**src/rtl/alu_mc_if.sv**
```systemverilog
// Handshake and data bundle between the EX-stage pipeline and the multi-cycle ALU.
interface alu_mc_if #(
    parameter int XLEN = 32
);
    logic            flush;
    logic            in_valid;
    logic            in_ready;
    logic [XLEN-1:0] a;
    logic [XLEN-1:0] b;
    logic [4:0]      alu_ctrl;
    logic            out_valid;
    logic            out_ready;
    logic [XLEN-1:0] out;
    logic            zero;
    logic            busy;

    modport master (
        output flush, in_valid, a, b, alu_ctrl, out_ready,
        input  in_ready, out_valid, out, zero, busy
    );

    modport slave (
        input  flush, in_valid, a, b, alu_ctrl, out_ready,
        output in_ready, out_valid, out, zero, busy
    );
endinterface

```
**src/rtl/alu_mc.sv**
```systemverilog
// Multi-cycle RV32I/M ALU: base ops finish in one cycle, mul/div/rem run a
// radix-2 iterative datapath over XLEN cycles on operand magnitudes.
module alu_mc #(
    parameter int XLEN   = 32,
    parameter bit MDU_EN = 1'b1
) (
    input logic     clk,
    input logic     rst,
    alu_mc_if.slave bus
);
    localparam int SHW = $clog2(XLEN);

    typedef enum logic [1:0] {IDLE, BUSY, DONE} state_t;

    state_t            state;
    logic [XLEN-1:0]   acc;
    logic [XLEN-1:0]   lo;
    logic [XLEN-1:0]   mcand;
    logic [SHW-1:0]    count;
    logic [2:0]        m_op;
    logic              neg;
    logic              div_zero;
    logic [XLEN-1:0]   out_r;
    logic              out_valid_r;
    logic              zero_r;
    logic              busy_r;

    logic              in_ready;
    logic              accept;
    logic              is_m;
    logic [SHW-1:0]    shamt;
    logic [XLEN-1:0]   base_res;
    logic              a_sgn;
    logic              b_sgn;
    logic              a_neg;
    logic              b_neg;
    logic [XLEN-1:0]   a_mag;
    logic [XLEN-1:0]   b_mag;
    logic              start_neg;
    logic [XLEN:0]     mul_sum;
    logic [XLEN:0]     div_diff;
    logic [XLEN-1:0]   acc_nx;
    logic [XLEN-1:0]   lo_nx;
    logic [2*XLEN-1:0] prod;
    logic [2*XLEN-1:0] prod_fix;
    logic [XLEN-1:0]   m_res;

    assign in_ready = ~rst & ((state == IDLE) | ((state == DONE) & bus.out_ready));
    assign accept   = bus.in_valid & in_ready & ~bus.flush;
    assign is_m     = (bus.alu_ctrl[4:3] == 2'b10) && MDU_EN;
    assign shamt    = bus.b[SHW-1:0];

    always_comb begin
        base_res = '0;
        case (bus.alu_ctrl)
            5'b00000: base_res = bus.a + bus.b;
            5'b00001: base_res = bus.a - bus.b;
            5'b00010: base_res = bus.a << shamt;
            5'b00011: base_res = {{(XLEN-1){1'b0}}, ($signed(bus.a) < $signed(bus.b))};
            5'b00100: base_res = bus.a ^ bus.b;
            5'b00101: base_res = bus.a >> shamt;
            5'b00110: base_res = bus.a | bus.b;
            5'b00111: base_res = bus.a & bus.b;
            5'b01000: base_res = $signed(bus.a) >>> shamt;
            5'b01001: base_res = {{(XLEN-1){1'b0}}, (bus.a < bus.b)};
            default:  base_res = '0;
        endcase
    end

    // Signedness per M op; the remainder takes the dividend's sign, everything else a^b.
    always_comb begin
        a_sgn = 1'b0;
        b_sgn = 1'b0;
        case (bus.alu_ctrl[2:0])
            3'b001, 3'b100, 3'b110: begin
                a_sgn = 1'b1;
                b_sgn = 1'b1;
            end
            3'b010:  a_sgn = 1'b1;
            default: ;
        endcase
        a_neg     = a_sgn & bus.a[XLEN-1];
        b_neg     = b_sgn & bus.b[XLEN-1];
        a_mag     = a_neg ? -bus.a : bus.a;
        b_mag     = b_neg ? -bus.b : bus.b;
        start_neg = (bus.alu_ctrl[2:1] == 2'b11) ? a_neg : (a_neg ^ b_neg);
    end

    // acc/lo form the product (hi/lo) for multiply and remainder/quotient for divide.
    always_comb begin
        mul_sum  = {1'b0, acc} + (lo[0] ? {1'b0, mcand} : {(XLEN+1){1'b0}});
        div_diff = {acc, lo[XLEN-1]} - {1'b0, mcand};
        if (m_op[2]) begin
            if (!div_diff[XLEN]) begin
                acc_nx = div_diff[XLEN-1:0];
                lo_nx  = {lo[XLEN-2:0], 1'b1};
            end else begin
                acc_nx = {acc[XLEN-2:0], lo[XLEN-1]};
                lo_nx  = {lo[XLEN-2:0], 1'b0};
            end
        end else begin
            acc_nx = mul_sum[XLEN:1];
            lo_nx  = {mul_sum[0], lo[XLEN-1:1]};
        end
    end

    always_comb begin
        prod     = {acc_nx, lo_nx};
        prod_fix = neg ? -prod : prod;
        m_res    = '0;
        case (m_op)
            3'b000:                 m_res = prod_fix[XLEN-1:0];
            3'b001, 3'b010, 3'b011: m_res = prod_fix[2*XLEN-1:XLEN];
            3'b100, 3'b101:         m_res = div_zero ? '1 : (neg ? -lo_nx : lo_nx);
            default:                m_res = neg ? -acc_nx : acc_nx;
        endcase
    end

    always_ff @(posedge clk or posedge rst) begin
        if (rst) begin
            state       <= IDLE;
            acc         <= '0;
            lo          <= '0;
            mcand       <= '0;
            count       <= '0;
            m_op        <= '0;
            neg         <= 1'b0;
            div_zero    <= 1'b0;
            out_r       <= '0;
            out_valid_r <= 1'b0;
            zero_r      <= 1'b1;
            busy_r      <= 1'b0;
        end else if (bus.flush) begin
            state       <= IDLE;
            out_valid_r <= 1'b0;
            busy_r      <= 1'b0;
        end else begin
            case (state)
                IDLE, DONE: begin
                    if (accept) begin
                        if (is_m) begin
                            state       <= BUSY;
                            busy_r      <= 1'b1;
                            out_valid_r <= 1'b0;
                            count       <= '0;
                            m_op        <= bus.alu_ctrl[2:0];
                            neg         <= start_neg;
                            div_zero    <= (bus.b == '0);
                            acc         <= '0;
                            lo          <= bus.alu_ctrl[2] ? a_mag : b_mag;
                            mcand       <= bus.alu_ctrl[2] ? b_mag : a_mag;
                        end else begin
                            state       <= DONE;
                            out_valid_r <= 1'b1;
                            out_r       <= base_res;
                            zero_r      <= (base_res == '0);
                        end
                    end else if ((state == DONE) && bus.out_ready) begin
                        state       <= IDLE;
                        out_valid_r <= 1'b0;
                    end
                end
                BUSY: begin
                    acc   <= acc_nx;
                    lo    <= lo_nx;
                    count <= count + 1'b1;
                    if (count == SHW'(XLEN-1)) begin
                        state       <= DONE;
                        busy_r      <= 1'b0;
                        out_valid_r <= 1'b1;
                        out_r       <= m_res;
                        zero_r      <= (m_res == '0);
                    end
                end
                default: state <= IDLE;
            endcase
        end
    end

    assign bus.in_ready  = in_ready;
    assign bus.out_valid = out_valid_r;
    assign bus.out       = out_r;
    assign bus.zero      = zero_r;
    assign bus.busy      = busy_r;
endmodule
```
**src/flat_wrapper.sv**
```systemverilog
// flat-port wrapper written by rule: the top's interface ports become plain ports
module alu_mc_flat 
#(
    parameter int XLEN   = 32,
    parameter bit MDU_EN = 1'b1
)
  (clk, rst, bus_flush, bus_in_valid, bus_a, bus_b, bus_alu_ctrl, bus_out_ready, bus_in_ready, bus_out_valid, bus_out, bus_zero, bus_busy);
  alu_mc_if #(.XLEN(XLEN)) bus_i ();
  input logic clk;
  input logic rst;
  input wire logic [$bits(bus_i.flush)-1:0] bus_flush;
  input wire logic [$bits(bus_i.in_valid)-1:0] bus_in_valid;
  input wire logic [$bits(bus_i.a)-1:0] bus_a;
  input wire logic [$bits(bus_i.b)-1:0] bus_b;
  input wire logic [$bits(bus_i.alu_ctrl)-1:0] bus_alu_ctrl;
  input wire logic [$bits(bus_i.out_ready)-1:0] bus_out_ready;
  output wire logic [$bits(bus_i.in_ready)-1:0] bus_in_ready;
  output wire logic [$bits(bus_i.out_valid)-1:0] bus_out_valid;
  output wire logic [$bits(bus_i.out)-1:0] bus_out;
  output wire logic [$bits(bus_i.zero)-1:0] bus_zero;
  output wire logic [$bits(bus_i.busy)-1:0] bus_busy;
  assign bus_i.flush = bus_flush;
  assign bus_i.in_valid = bus_in_valid;
  assign bus_i.a = bus_a;
  assign bus_i.b = bus_b;
  assign bus_i.alu_ctrl = bus_alu_ctrl;
  assign bus_i.out_ready = bus_out_ready;
  assign bus_in_ready = bus_i.in_ready;
  assign bus_out_valid = bus_i.out_valid;
  assign bus_out = bus_i.out;
  assign bus_zero = bus_i.zero;
  assign bus_busy = bus_i.busy;
  alu_mc #(.XLEN(XLEN), .MDU_EN(MDU_EN)) u_core (.clk(clk), .rst(rst), .bus(bus_i));
endmodule
```
**config.mk**
```make
export PLATFORM = sky130hd
export DESIGN_NAME = alu_mc_flat
export DESIGN_NICKNAME = d
export VERILOG_FILES = /design/src/rtl/alu_mc_if.sv /design/src/rtl/alu_mc.sv /design/src/flat_wrapper.sv
export SDC_FILE = /design/constraint.sdc
export NUM_CORES = 1
export LEC_CHECK = 0
export ABC_AREA = 0
export CAP_MARGIN = 0
export CORE_UTILIZATION = 35
export DETAILED_ROUTE_END_ITERATION = 7
export DONT_BUFFER_PORTS = 1
export HOLD_SLACK_MARGIN = 0.1
export PLACE_DENSITY = 0.5
export SYNTH_ARGS = -nofsm -noshare
export SYNTH_HDL_FRONTEND = slang
export SYNTH_SLANG_ARGS = --single-unit
```
**constraint.sdc**
```tcl
create_clock -name clk -period 6.4 [get_ports clk]
set_input_delay 0.64 -clock clk [delete_from_list [all_inputs] [get_ports clk]]
set_output_delay 0.64 -clock clk [all_outputs]
set_load 0.01 [all_outputs]
```
==> results by group <==
Status
  – Status: finished clean

Synth
  – Synth area leaders: dfrtp_1 (14%), ha_1 (8.5%), a21oi_1 (6.5%)
  – Number of synthesized flops with an enable pin: 0
  – Top-count cell post-synth: nor2_1
  – Yosys cell types: 108
  – Yosys top cell area share: 14.5%
  – Mean Syn Cell Area: 7.07 um2
  – Cell count after synthesis: 3472
  – YS warnings: 0
  – Ys async rst share: 100%
  – Most frequent cells after synthesis: nor2_1 (424), nand2_1 (374), a21oi_1 (319), o21ai_0 (306), clkbuf_1 (184)
  – Yosys reg bits: 143
  – Top_reg_cell synth: dfrtp_1
  – Mapped Nets: 3717
  – Cell taking the most area after synthesis: dfrtp_1
  – Post-synthesis cell area: 0.0246 mm2
  – Post-synthesis sequential area ratio: 14.6%

Timing
  – Slew margin rel.: 8.74%
  – F_max: 164 MHz
  – Finish-stage setup viols: 0
  – Period minus WS final: 6.09 ns
  – Setup ws final: 0.311 ns
  – Final Skew: 0.0162 ns
  – Max Slew Vio Count: 0
  – Crit share post-route: 95.1%
  – Final hold viol count: 0
  – Worst Tran Pin Value: 1.35 ns
  – Hold_ws: 0.163 ns

CTS
  – Clock sinks: 143
  – Clk pin slew, worst setup/hold paths: 0.08 ns
  – CTS tree: done
  – Later-pin clock latency in the skew report: 0.45 ns
  – CTS Buf Count: 17
  – H-tree depth: 4
  – CTS Buffer Depth: 2
  – Root Driver: clkbuf_16

Min path
  – Hold Path Class: input port to asynchronous set/reset pin

Routing
  – Total Routed Length: 117 mm
  – Detailed Routing Iterations Pass 1: 6
  – Vias per std cell: 6.22
  – Initial drt markers: 2599
  – Drt drc: 0
  – Routed Antenna Nets: 0
  – Via Count: 27200
  – Wire length per cell: 26.8 um

Global route
  – Grt ovf: 0
  – Vias in the first global route: 26100
  – First-pass GRT wire length: 173 mm
  – Largest net degree at the start of global routing: 129
  – Initial antenna violation count: 4
  – GRT Util Overall: 32.4%

Power and ir drop
  – Leak pwr: 11.1 nW
  – Total power: 10.2 mW
  – Worst vdd ir: 0.199 mV
  – PD cells: 380 mW/mm2

Critical path
  – CP startpoint kind: flop
  – Critical path data arrival time: 6.47 ns
  – Crit-path slowest cell: o311ai_0
  – Kind of critical path: flop to flop
  – Data required, critical path: 6.78 ns
  – CP most frequent cell: nand2_1
  – CP Cell Sequence: ha_1 -> nand2_1 -> o21ai_1 -> inv_1 -> o311ai_0 -> a311o_1 -> nor3_2 -> nor2_1 -> ha_2 -> nand2_1 -> nor3_4 -> nand3_1 -> or3_1 -> a2111o_1 -> o31ai_2 -> xor2_1 -> o21ai_0 -> o21ai_0 -> nand2_1 -> or4b_1 -> or4b_1 -> o211ai_2
  – Crit-path max FO: 8
  – Crit. End Element: flop
  – Crit path largest cell delay: 0.76 ns

Place
  – Dpl ws: 0.137 ns
  – Placer Congestion: 1.01
  – Number of port buffers: 0
  – Post-DP HPWL: 92.6 mm

Die
  – Die area: 0.0712 mm2
  – Effective utilization at floorplan: 35.6%
  – Io pins: 110
  – Die X: 267 um
  – Row count: 96
  – Core ar.: 0.0691 mm2
  – Die span in y: 267 um

Finish
  – Fin util: 38.9%
  – Filler cells: 7409
  – # nets final: 3680
  – Share of cells above drive strength 1: 11.2%
  – P&R area growth vs syn: 9.46%

Run
  – Max-Cap Viols: 0
-- layout make-up --
class,instances,area [um2],share of cell area (%)
multi-input cells,2916,19500,72.5
flip-flops and latches,143,3580,13.3
repair buffers,190,1440,5.37
well taps,931,1160,4.33
inverters,167,636,2.36
clock buffers,19,453,1.68
clock inverters,13,118,0.437
diodes,1,2.50,0.00931
-- state kept, by name, summed over array words and instances (netlist names) --
signal	flops
u_core.acc	32
u_core.bus.out	32
u_core.lo	32
u_core.mcand	32
u_core.count	5
u_core.m_op	3
u_core.state	2
u_core.bus.busy	1
u_core.bus.out_valid	1
u_core.bus.zero	1
u_core.div_zero	1
u_core.neg	1
-- critical path, delay by kind of cell, from the launching register on --
| family | cells | cell delay (ns) |
|---|---|---|
| buffers and inverters | 1 | 0.09 |
| AND/OR/NAND/NOR | 10 | 2.29 |
| adder cells (fa/ha/maj) | 2 | 0.63 |
| AO/OA/AOI/OAI | 8 | 2.42 |
| flip-flops | 1 | 0.41 |
| XOR/XNOR | 1 | 0.18 |
-- path summary, 6_finish.rpt --
path / start / end / slack [ns] / depth (start not counted)
setup / recovery: u_core.acc[26]$_DFFE_PP0P_ / u_core.bus.zero$_DFFE_PP1P_ / 0.31 / 22
hold / removal: rst / u_core.bus.busy$_DFFE_PP0P_ / 0.16 / 1
setup reg to reg: u_core.acc[26]$_DFFE_PP0P_ / u_core.bus.zero$_DFFE_PP1P_ / 0.31 / 22
hold reg to reg: u_core.mcand[27]$_DFFE_PP0P_ / u_core.mcand[27]$_DFFE_PP0P_ / 0.48 / 2
max in group asynchronous: rst / u_core.acc[24]$_DFFE_PP0P_ / 4.70 / 2
min in group clk: bus_flush / u_core.bus.out_valid$_DFFE_PP0P_ / 0.24 / 1
-- layout by cell type (no fill, tap or decap), drive strengths merged, types with 86 or more instances in the layout --
cell type and instances:
xnor2 118, ha 167, nand3 86, nor3 92, inv 172, dfrtp 142
o21ai 313, nand2 375, nor2 425, buf 190, a21oi 321
-- metal layers --
layer  track usage (%)  vias to the layer above  wire length, um
met3              4.92                      245             8160
li1                  -                    12700                -
met4              16.5                        2             6410
met5                 0                        -               13
met2              53.7                     1191            54400
met1              40.7                    13100            48500
-- where the power goes --
group          switching [mW]  internal, mW
Sequential              0.341          1.16
Clock                   0.499         0.534
Combinational            4.76          2.93
Total                    5.60          4.62
-- cell families (layout without fill, tap and decap cells) --
| logic type | Yosys count | count (layout) | share of synthesized area [%] |
|---|---|---|---|
| AOI/OAI and AO/OA | 1190 | 1190 | 31.4 |
| DFF | 143 | 143 | 14.6 |
| other | 0 | 1 | 0 |
| adders and majority gates | 171 | 171 | 8.83 |
| muxes | 162 | 162 | 9.84 |
| and+or+nand+nor | 1236 | 1236 | 23.1 |
| buffers and inverters | 413 | 389 | 6.65 |
| xor gates and xnor gates | 157 | 157 | 5.60 |
-- stage by stage --
stage / setup TNS, ns / cell area, um2 / std cells
2_1_floorplan: 0 / 24600 / 3472
3_3_place_gp: 0 / 26200 / 4345
3_5_place_dp: 0 / 26200 / 4345
4_1_cts: 0 / 26800 / 4377
5_1_grt: -0.0402 / 26900 / 4379
6_report: 0 / 26900 / 4380
-- timing repair --
action | in CTS | in global routing
hold buffers | 0 | 0
setup endpoints to repair | 0 | 3
resized for setup | 0 | 23
setup buffers | 0 | 2
(Power assumes the default switching activity.)
